### src/rtl/pipe_pkg.sv
// Shared definitions for the pipeline hazard controller.
// Holds the forwarding select codes, the FSM state type and the default register-address width.
package pipe_pkg;

    localparam int DEF_REG_AW = 3;

    localparam logic [1:0] FWD_RF  = 2'b00;
    localparam logic [1:0] FWD_MEM = 2'b01;
    localparam logic [1:0] FWD_WB  = 2'b10;

    typedef enum logic {
        IDLE    = 1'b0,
        MC_BUSY = 1'b1
    } hz_state_t;

endpackage

### src/rtl/fwd_select.sv
// Forwarding-select comparator for one EX operand.
// The youngest producer wins, so a MEM-stage match has priority over a WB-stage match.
module fwd_select
    import pipe_pkg::*;
#(
    parameter int REG_AW = DEF_REG_AW
) (
    input  logic [REG_AW-1:0] src,
    input  logic              mem_valid,
    input  logic              mem_reg_write,
    input  logic [REG_AW-1:0] mem_wr_addr,
    input  logic              wb_reg_write,
    input  logic [REG_AW-1:0] wb_wr_addr,
    output logic [1:0]        sel
);

    always_comb begin
        sel = FWD_RF;
        if (mem_valid && mem_reg_write && (mem_wr_addr == src)) begin
            sel = FWD_MEM;
        end else if (wb_reg_write && (wb_wr_addr == src)) begin
            sel = FWD_WB;
        end
    end

endmodule

### src/rtl/hazard_unit.sv
// Hazard and stall controller for the five-stage pipeline: load-use bubbles,
// branch flushes, multi-cycle execute holds, operand forwarding and a stall counter.
module hazard_unit
    import pipe_pkg::*;
#(
    parameter int REG_AW = DEF_REG_AW,
    parameter int MC_LAT = 4,
    parameter int CNT_W  = 16
) (
    input  logic              clk,
    input  logic              rst_n,
    input  logic              id_valid,
    input  logic              id_rs_used,
    input  logic              id_rd_used,
    input  logic [REG_AW-1:0] id_rs,
    input  logic [REG_AW-1:0] id_rd,
    input  logic              ex_valid,
    input  logic              ex_mem_read,
    input  logic              ex_reg_write,
    input  logic              ex_multicycle,
    input  logic [REG_AW-1:0] ex_rs,
    input  logic [REG_AW-1:0] ex_rd,
    input  logic [REG_AW-1:0] ex_wr_addr,
    input  logic              br_taken,
    input  logic              mem_valid,
    input  logic              mem_reg_write,
    input  logic [REG_AW-1:0] mem_wr_addr,
    input  logic              wb_reg_write,
    input  logic [REG_AW-1:0] wb_wr_addr,
    output logic              stall_if,
    output logic              stall_id,
    output logic              stall_ex,
    output logic              bubble_ex,
    output logic              bubble_mem,
    output logic              flush_if_id,
    output logic [1:0]        fwd_a,
    output logic [1:0]        fwd_b,
    output logic              mc_busy,
    output logic [CNT_W-1:0]  stall_cnt
);

    localparam logic [3:0]       MC_LOAD = 4'(MC_LAT - 2);
    localparam logic [CNT_W-1:0] CNT_MAX = '1;

    hz_state_t  state, next_state;
    logic [3:0] mc_cnt, next_cnt;
    logic       load_use;

    assign load_use = ex_valid && ex_mem_read && ex_reg_write && id_valid &&
                      ((id_rs_used && (ex_wr_addr == id_rs)) ||
                       (id_rd_used && (ex_wr_addr == id_rd)));

    always_ff @(posedge clk or negedge rst_n) begin
        if (!rst_n) begin
            state  <= IDLE;
            mc_cnt <= 4'd0;
        end else begin
            state  <= next_state;
            mc_cnt <= next_cnt;
        end
    end

    // Priority in IDLE: multi-cycle start, then branch, then load-use.
    // Stall controls are also gated by reset so they fall the moment reset asserts.
    always_comb begin
        next_state  = state;
        next_cnt    = mc_cnt;
        stall_if    = 1'b0;
        stall_id    = 1'b0;
        stall_ex    = 1'b0;
        bubble_ex   = 1'b0;
        bubble_mem  = 1'b0;
        flush_if_id = 1'b0;
        if (rst_n) begin
            case (state)
                IDLE: begin
                    if (ex_valid && ex_multicycle) begin
                        stall_if   = 1'b1;
                        stall_id   = 1'b1;
                        stall_ex   = 1'b1;
                        bubble_mem = 1'b1;
                        next_cnt   = MC_LOAD;
                        next_state = MC_BUSY;
                    end else if (br_taken) begin
                        flush_if_id = 1'b1;
                        bubble_ex   = 1'b1;
                    end else if (load_use) begin
                        stall_if  = 1'b1;
                        stall_id  = 1'b1;
                        bubble_ex = 1'b1;
                    end
                end
                MC_BUSY: begin
                    if (mc_cnt != 4'd0) begin
                        stall_if   = 1'b1;
                        stall_id   = 1'b1;
                        stall_ex   = 1'b1;
                        bubble_mem = 1'b1;
                        next_cnt   = mc_cnt - 4'd1;
                    end else begin
                        next_state = IDLE;
                    end
                end
                default: next_state = IDLE;
            endcase
        end
    end

    assign mc_busy = (state == MC_BUSY);

    always_ff @(posedge clk or negedge rst_n) begin
        if (!rst_n) begin
            stall_cnt <= '0;
        end else if (stall_if && (stall_cnt != CNT_MAX)) begin
            stall_cnt <= stall_cnt + 1'b1;
        end
    end

    fwd_select #(.REG_AW(REG_AW)) u_fwd_a (
        .src           (ex_rs),
        .mem_valid     (mem_valid),
        .mem_reg_write (mem_reg_write),
        .mem_wr_addr   (mem_wr_addr),
        .wb_reg_write  (wb_reg_write),
        .wb_wr_addr    (wb_wr_addr),
        .sel           (fwd_a)
    );

    fwd_select #(.REG_AW(REG_AW)) u_fwd_b (
        .src           (ex_rd),
        .mem_valid     (mem_valid),
        .mem_reg_write (mem_reg_write),
        .mem_wr_addr   (mem_wr_addr),
        .wb_reg_write  (wb_reg_write),
        .wb_wr_addr    (wb_wr_addr),
        .sel           (fwd_b)
    );

endmodule

### config.mk
export PLATFORM = sky130hd
export DESIGN_NAME = hazard_unit
export DESIGN_NICKNAME = d
export VERILOG_FILES = /design/src/rtl/pipe_pkg.sv /design/src/rtl/fwd_select.sv /design/src/rtl/hazard_unit.sv
export SDC_FILE = /design/constraint.sdc
export NUM_CORES = 1
export LEC_CHECK = 0
export CAP_MARGIN = 20
export CORE_MARGIN = 2
export CORE_UTILIZATION = 46
export CTS_BUF_LIST = sky130_fd_sc_hd__clkbuf_16
export CTS_CLUSTER_DIAMETER = 60
export DETAILED_ROUTE_END_ITERATION = 6
export PLACE_DENSITY_LB_ADDON = 0.1
export SYNTH_ARGS = -nofsm -noshare
export SYNTH_HDL_FRONTEND = slang
export SYNTH_SLANG_ARGS = --single-unit
### constraint.sdc
create_clock -name clk -period 6.77 [get_ports clk]
set_clock_uncertainty 0.2 [all_clocks]
set_input_delay 2.031 -clock clk [delete_from_list [all_inputs] [get_ports clk]]
set_output_delay 2.031 -clock clk [all_outputs]
set_load 0.1 [all_outputs]
# After elaboration in Yosys (flattened, before gate mapping)
# Cells that the tools add are included.
dict set report totals {
  reg_bits 21
  output_inout_bits 27
  elab_cells 55
}
dict set report op_classes {
  n_addsub 2
  eq_ne 9
  n_mux 24
  bitwise 1
  reduce_logical 16
}
# operator n
set ops {}
lappend ops {{$eq 3x3->1} 6}
lappend ops {{$add 16x1->16 const B} 1}
lappend ops {{$ne 16x16->1 const B} 1}
lappend ops {{$mux 1} 15}
lappend ops {{$logic_and 1x1->1} 13}
lappend ops {{$mux 2} 4}
lappend ops {{$mux 4} 2}
lappend ops {{$pmux 4 s2} 1}
lappend ops {{$pmux 1 s2} 2}
lappend ops {{$reduce_bool 4->1} 1}
lappend ops {{$sub 4x1->4 const B} 1}
lappend ops {{$reduce_and 3->1} 1}
lappend ops {{$ne 2x1->1 const B} 1}
lappend ops {{$ne 2x2->1 const B} 1}
lappend ops {{$logic_or 1x1->1} 1}
lappend ops {{$not 1->1} 1}

# Depth between registers and ports, before layout
# Gate-level depths: netlist of the first run.
dict set report logic_depth {
  ltp_word 10
  ltp_mapped 10
}

# By module
# Synthesis of the first run repeated with hierarchy kept, for this count alone.
dict set report unflattened {
  cells_unflattened 137
  hier_area_um2 1313.8
}
# module instances cells_each area_each_um2 seq_area_each_um2
set modules_own_cells {}
lappend modules_own_cells {hazard_unit 1 117 1156.1 525.5}
lappend modules_own_cells {fwd_select 2 10 78.8 0.0}

# Worst setup path after synthesis of the first run
# OpenSTA, ideal clock, no wires.
dict set report synth_path {
  path_kind {input-to-output}
  start {input port ex_rs[2]}
  end {output port fwd_a[1]}
  arrival_ps 6824
  t_required_ps 4539
  setup_slack_ps -2285
  stages 3
  path_buffers 0
  path_cell_list {xor2_1 -> nor4_1 -> nor2_1}
}
dict set report synth_via {
  elab_chain_len 4
  word_cells_on_any_way 6
}
# item line_no
set synth_lines {}
lappend synth_lines {{start: declaration} hazard_unit.sv:21} ;# input logic [REG_AW-1:0] ex_rs,
lappend synth_lines {{$eq 3x3->1} fwd_select.sv:21} ;# end else if (wb_reg_write && (wb_wr_addr == src)) begin
lappend synth_lines {{$logic_and 1x1->1} fwd_select.sv:21}
lappend synth_lines {{$mux 2} fwd_select.sv:21}
lappend synth_lines {{$mux 2 (*)} fwd_select.sv:19} ;# if (mem_valid && mem_reg_write && (mem_wr_addr == src)) begin
lappend synth_lines {{end: declaration} hazard_unit.sv:36} ;# output logic [1:0] fwd_a,
# Every way passes the cells marked *; elsewhere a longest branch is shown, timed or not.

# Final worst setup path of the first run
dict set report layout_path {
  start {input port ex_wr_addr[1]}
  end {output port stall_if}
}
dict set report layout_via {
  elab_chain_len 9
  word_cells_on_any_way 11
}
# item line_no
set layout_lines {}
lappend layout_lines {{start: declaration} hazard_unit.sv:23} ;# input logic [REG_AW-1:0] ex_wr_addr,
lappend layout_lines {{$eq 3x3->1, on equally long branches} {hazard_unit.sv:50, hazard_unit.sv:51}}
lappend layout_lines {{$logic_and 1x1->1, on equally long branches} {hazard_unit.sv:50, hazard_unit.sv:51}}
lappend layout_lines {{$logic_or 1x1->1 (*)} hazard_unit.sv:50} ;# ((id_rs_used && (ex_wr_addr == id_rs)) ||
lappend layout_lines {{$logic_and 1x1->1 (*)} hazard_unit.sv:49} ;# assign load_use = ex_valid && ex_mem_read && ex_reg_write && id_valid &&
lappend layout_lines {{$mux 1 (*)} hazard_unit.sv:87} ;# end else if (load_use) begin
lappend layout_lines {{$mux 1 (*)} hazard_unit.sv:84} ;# end else if (br_taken) begin
lappend layout_lines {{$mux 1 (*)} hazard_unit.sv:77} ;# if (ex_valid && ex_multicycle) begin
lappend layout_lines {{$pmux 1 s2 (*)} hazard_unit.sv:75} ;# case (state)
lappend layout_lines {{$mux 1 (*)} hazard_unit.sv:74} ;# if (rst_n) begin
lappend layout_lines {{end: declaration} hazard_unit.sv:30} ;# output logic stall_if,
# Marked as above.

==> results of run 1 <==
## cells in the final DEF (no fill, tap or decap), types with 2 or more instances in the layout
master | netlist | layout
a21oi_1 | 3 | 3
dfrtp_1 | 21 | 21
nor4_4 | 0 | 2
buf_12 | 0 | 6
ha_1 | 3 | 3
o31ai_1 | 3 | 3
nand4_1 | 7 | 7
and3_1 | 8 | 8
clkbuf_16 | 0 | 3
nor2_1 | 6 | 6
inv_1 | 7 | 7
nor4_1 | 4 | 2
nand2_1 | 8 | 8
o2bb2ai_1 | 2 | 2
nand3_1 | 5 | 5
buf_4 | 2 | 7
clkdlybuf4s50_1 | 0 | 50
o211ai_1 | 9 | 9
o21ai_0 | 6 | 6
or3_1 | 2 | 2
xor2_1 | 6 | 6
xnor2_1 | 23 | 23
nand2b_1 | 3 | 3
nor3_1 | 2 | 2
o41ai_1 | 2 | 2
## sequential cells by signal (all words and copies together) (netlist names)
signal and cells:
mc_busy 1, mc_cnt 4, stall_cnt 16
## report_power, final
group | switching (mW) | total [mW] | internal [mW]
registers | 0.0362 | 0.193 | 0.156
logic | 0.268 | 0.389 | 0.121
clock network | 0.0490 | 0.129 | 0.0801
total | 0.354 | 0.711 | 0.357
## per-layer routing
metal	up-vias	GRT usage, %	routed length, µm
met2	42	39.6	2110
met1	692	27.4	1600
met5	-	0	0
met4	0	9.01	79
met3	9	2.56	154
li1	685	-	-
## kinds of logic after synthesis
logic type                 after synthesis  synth area share (%)
adders and majority gates                3                  2.55
DFF                                     21                  35.7
muxes                                    2                  1.78
buffers and inverters                   14                  4.84
xor gates and xnor gates                29                  17.2
and+or+nand+nor                         51                  19.9
AOI/OAI and AO/OA                       33                  18.0
## cell type report
cell class / count / area, µm²
Inverter: 8 / 30.0
Timing Repair Buffer: 63 / 673
Multi-Input combinational cell: 118 / 907
Fill cell: 238 / 779
Clock inverter: 1 / 7.51
Tap cell: 44 / 55.1
Clock buffer: 3 / 75.1
Sequential cell: 21 / 526
## stage by stage
stage	hold WS, ns	cell area, µm²	power, mW	cells
floorplan	0.286	1500	0.467	153
global placement	0.298	2190	0.574	254
CTS	0.320	2270	0.713	258
finish	0.320	2270	0.711	258
global route	0.353	2270	0.741	258
detailed placement	0.310	2190	0.583	254
## path summary, 6_finish.rpt
path                           endpoint  slack (ns)  cells past startpoint
setup / recovery               stall_if        0.80                      6
hold / removal             stall_cnt[2]        0.32                      1
setup reg to reg           stall_cnt[1]        4.33                      6
hold reg to reg            stall_cnt[2]        0.32                      1
max in group asynchronous  stall_cnt[7]        4.15                      2
min in group asynchronous     mc_cnt[1]        1.99                      2
==> results_dict.tcl, run 1 <==
set metrics [dict create \
    seq_area_frac_synth_pct 35.7 \
    yosysWarnings 0 \
    synth_area_leaders "dfrtp_1, xnor2_1, o211ai_1" \
    viasPerCell 5.53 \
    run_status "complete, no violations" \
    synth-main-ff-cell "dfrtp_1" \
    io_pins 61 \
    slew_viol_final 0 \
    die_h_um 60.6 \
    cts_buffers 3 \
    rsz0062_at_grt "no" \
    power_leakage_nw 0.881 \
    fmax_ghz 0.168 \
    drc 0 \
    crit_slowest_cell "clkdlybuf4s50_1" \
    place_hpwl_mm 3.00 \
    crit_buf_inv 2 \
    ys_top_cells_by_count "xnor2_1, dfrtp_1, o211ai_1, and3_1, nand2_1" \
    slew_headroom_pct 34.9 \
    num_vias 1428 \
    dr.pass1.iters 4 \
    tightest_slew_ns 0.974 \
    min_period_over_period_pct 88.1 \
    nets 252 \
    critical-path-top-delay-family "buffers and inverters" \
    slowest_delay_ns 0.46 \
    synth_area_per_cell_um2 9.63 \
    cp-startpoint "ex_wr_addr[1]" \
    crit_chain "clkdlybuf4s50_1, xnor2_1, nand4_1, a2111oi_4, or2_2, buf_12" \
    synth-edff-count 0 \
    drv_cap 0 \
    cts_setup_buffers 0 \
    yosys.cell_count.top_type "xnor2_1" \
    finalWirelength_mm 3.94 \
    htree_levels 1 \
    synth.top_cell.area_share_pct 35.7 \
    cts.sinks 21 \
    syn_area_mm2 0.00147 \
    core_area_mm2 0.00305 \
    start_kind "input pin" \
    synth_fp_nets 190 \
    drive_gt1_share_pct 13.1 \
    die_area_mm2 0.00367 \
    start_util_pct 48.3 \
    post-place-ws_ns 0.798 \
    grt_pass1_wl_mm 6.13 \
    drt-initial-drc-count 74 \
    overflow 0 \
    cts_resized 0 \
    clk_pin_slew_worst_paths_ns 0.06 \
    port_buffers 60 \
    setup_violations 0 \
    post_drt_wl_per_cell_um 15.3 \
    yosysUniqueCellTypes 40 \
    antenna_found_initial 0 \
    grtUsageTotal_pct 22.3 \
    vdd_drop_max_uv 223 \
    syn2layout_area_growth_pct 54.2 \
    cts_root_buf "clkbuf_16" \
    cts_tree "yes" \
    crit_arrival_ns 3.73 \
    synthCells 153 \
    cts_max_path_buffers 2 \
    fin_util_pct 74.5 \
    finalWorstSetupSlack_ns 0.804 \
    ys_seq_elements 21 \
    crit_fanout 4 \
    synth.largest_area_cell "dfrtp_1" \
    critical_path_class "in2out" \
    grt_max_degree 25 \
    power_density_mw_per_mm2 313 \
    hp-start "stall_cnt[2]" \
    postSynth.asyncResetShare_pct 100 \
    rows 20 \
    diodes 0 \
    worst_setup_path_end_kind "primary output" \
    fin_setup_tns_ns 0 \
    hold_violations 0 \
    clk_latency_ns 0.26 \
    ant_nets 0 \
    min_period_ns 5.97 \
    grt_pass1_vias 1352 \
    dieWidth_um 60.6 \
    crit-reg2reg-launch "stall_cnt[0]" \
    cts_hold_buf 0 \
    hp-class "reg2reg" \
    worstPathRequired_ns 4.54 \
    gp_congestion 0.817 \
]
(Power assumes the default switching activity.)
==> run 2: changes to the inputs <==
CORE_UTILIZATION = 43   (was 46)
clock period = 6.3 ns   (was 6.77 ns; I/O delays follow)
==> run 2 against run 1 <==
Net effect:
- clock-buffer cell count is the same
- register-to-register slack lost 0.44 ns
- power grew 6.6%
- setup slack lost 0.18 ns
- wire length shrank 2.0%
- cell count grew 0.78%
- worst hold slack lost 0.012 ns
- sequential cell count is the same
- critical endpoint unchanged
==> results_dict.tcl, run 2 (synthesis gave the netlist of run 1 again) <==
set metrics [dict create \
    min_period_over_period_pct 90.0 \
    antenna_found_initial 0 \
    clk_pin_slew_worst_paths_ns 0.06 \
    post-place-ws_ns 0.616 \
    power_leakage_nw 0.886 \
    seqPwrFrac_pct 27.1 \
    port_buffers 60 \
    p_total_mw 0.757 \
    grt_max_degree 25 \
    cts_root_buf "clkbuf_16" \
    grt_pass1_wl_mm 6.72 \
    fmax_ghz 0.176 \
    placed_cells_incl_taps 256 \
    swShare_pct 49.4 \
    htree_levels 1 \
    rows 21 \
    cts_resized 0 \
    io_pins 61 \
    p_clk_share_pct 17.3 \
    rsz0062_at_grt "no" \
    clk_latency_ns 0.25 \
    fin_setup_tns_ns 0 \
    p_sw_mw 0.374 \
    place_area_mm2 0.00219 \
    cts_tree "yes" \
    internal-power_mw 0.383 \
    dieWidth_um 62.5 \
    cts_setup_buffers 0 \
    die_area_mm2 0.00391 \
    ant_nets 0 \
    slew_viol_final 0 \
    place_hpwl_mm 2.98 \
    grt_pass1_vias 1473 \
    power_density_mw_per_mm2 333 \
    finalWirelength_mm 3.86 \
    start_util_pct 44.5 \
    final_common_cell "clkdlybuf4s50_1" \
    cts.sinks 21 \
    grtUsageTotal_pct 20.8 \
    finalWorstSetupSlack_ns 0.629 \
    num_vias 1398 \
    syn2layout_area_growth_pct 54.2 \
    worst_setup_path_end_kind "primary output" \
    vdd_drop_max_uv 179 \
    crit_arrival_ns 3.58 \
    fin_cells 260 \
    met2_usage_pct 39.0 \
    overflow 0 \
    run_status "complete, no violations" \
    drive_gt1_share_pct 12.6 \
    use_met1_pct 25.4 \
    viasPerCell 5.38 \
    min_period_ns 5.67 \
    gp_congestion 0.812 \
    worstPathRequired_ns 4.21 \
    slew_headroom_pct 34.2 \
    crit_fanout 4 \
    grtUsageMet3_pct 3.42 \
    drt-initial-drc-count 34 \
    grt-busiest-layer "met2" \
    drc 0 \
    final_cell_mix "clkdlybuf4s50_1, xnor2_1, dfrtp_1, o211ai_1" \
    die_h_um 62.5 \
    nets 252 \
    cts_hold_buf 0 \
    regToRegSetupSlack_ns 3.89 \
    p_comb_share_pct 55.5 \
    hp-class "reg2reg" \
    drv_cap 0 \
    diodes 0 \
    cts_buffers 3 \
    largest_reg_flops 16 \
    start_kind "input pin" \
    dr.pass1.iters 4 \
    core_area_mm2 0.00331 \
    critical_path_class "in2out" \
    hold_violations 0 \
    final_area_mm2 0.00227 \
    cts_max_path_buffers 2 \
    top_register "stall_cnt" \
    post_drt_wl_per_cell_um 14.9 \
    tightest_slew_ns 0.984 \
    setup_violations 0 \
]
==> run 2: changes by cell type in the layout (fill, tap and decap cells not counted), sizes merged <==
| cell | before | now |
|---|---|---|
| clkinvlp | 1 | 0 |
| inv | 8 | 9 |
==> run 2: final timing paths <==
kind                                from       endpoint  cells past startpoint
max                        ex_wr_addr[1]       stall_if                      6
min                        stall_cnt[15]  stall_cnt[15]                      1
max reg2reg                    mc_cnt[0]   stall_cnt[1]                      9
min reg2reg                stall_cnt[15]  stall_cnt[15]                      1
max in group asynchronous          rst_n   stall_cnt[7]                      2
min in group asynchronous          rst_n      mc_cnt[0]                      2
==> run 2: power by group through the flow <==
stage | registers (mW) | clock network (mW) | logic (mW)
3_5_place_dp | 0.207 | 0 | 0.421
4_1_cts | 0.205 | 0.134 | 0.423
5_1_grt | 0.212 | 0.140 | 0.440
3_3_place_gp | 0.205 | 0 | 0.412
6_report | 0.205 | 0.131 | 0.421
2_1_floorplan | 0.348 | 0 | 0.154
==> run 2: cell type report <==
cell class	instances	area [µm²]
timing repair buffer	63	673
tap	46	57.6
multi-input combinational	118	907
clock buffer	3	75.1
clock inverter	1	3.75
inverter	8	30.0
sequential	21	526
fill	279	1040
==> run 2: metal layers <==
metal | vias to the layer above | part of all wire (%)
met5 | - | 0
met4 | 0 | 0.52
met3 | 2 | 4.3
met2 | 38 | 53
met1 | 670 | 42
li1 | 688 | -
==> run 2: worst max-delay path, cell delays in order <==
cell	delay, ns
clkdlybuf4s50_1	0.51
xnor2_1	0.12
nand4_1	0.19
a2111oi_4	0.40
or2_2	0.26
buf_12	0.19
==> run 2: metrics by stage <==
stage               utilization, %  hold slack (ns)
floorplan                        -            0.286
detailed placement            66.3            0.294
global placement              66.3            0.288
global route                  68.6            0.336
CTS                           68.6            0.305
finish                        68.6            0.309
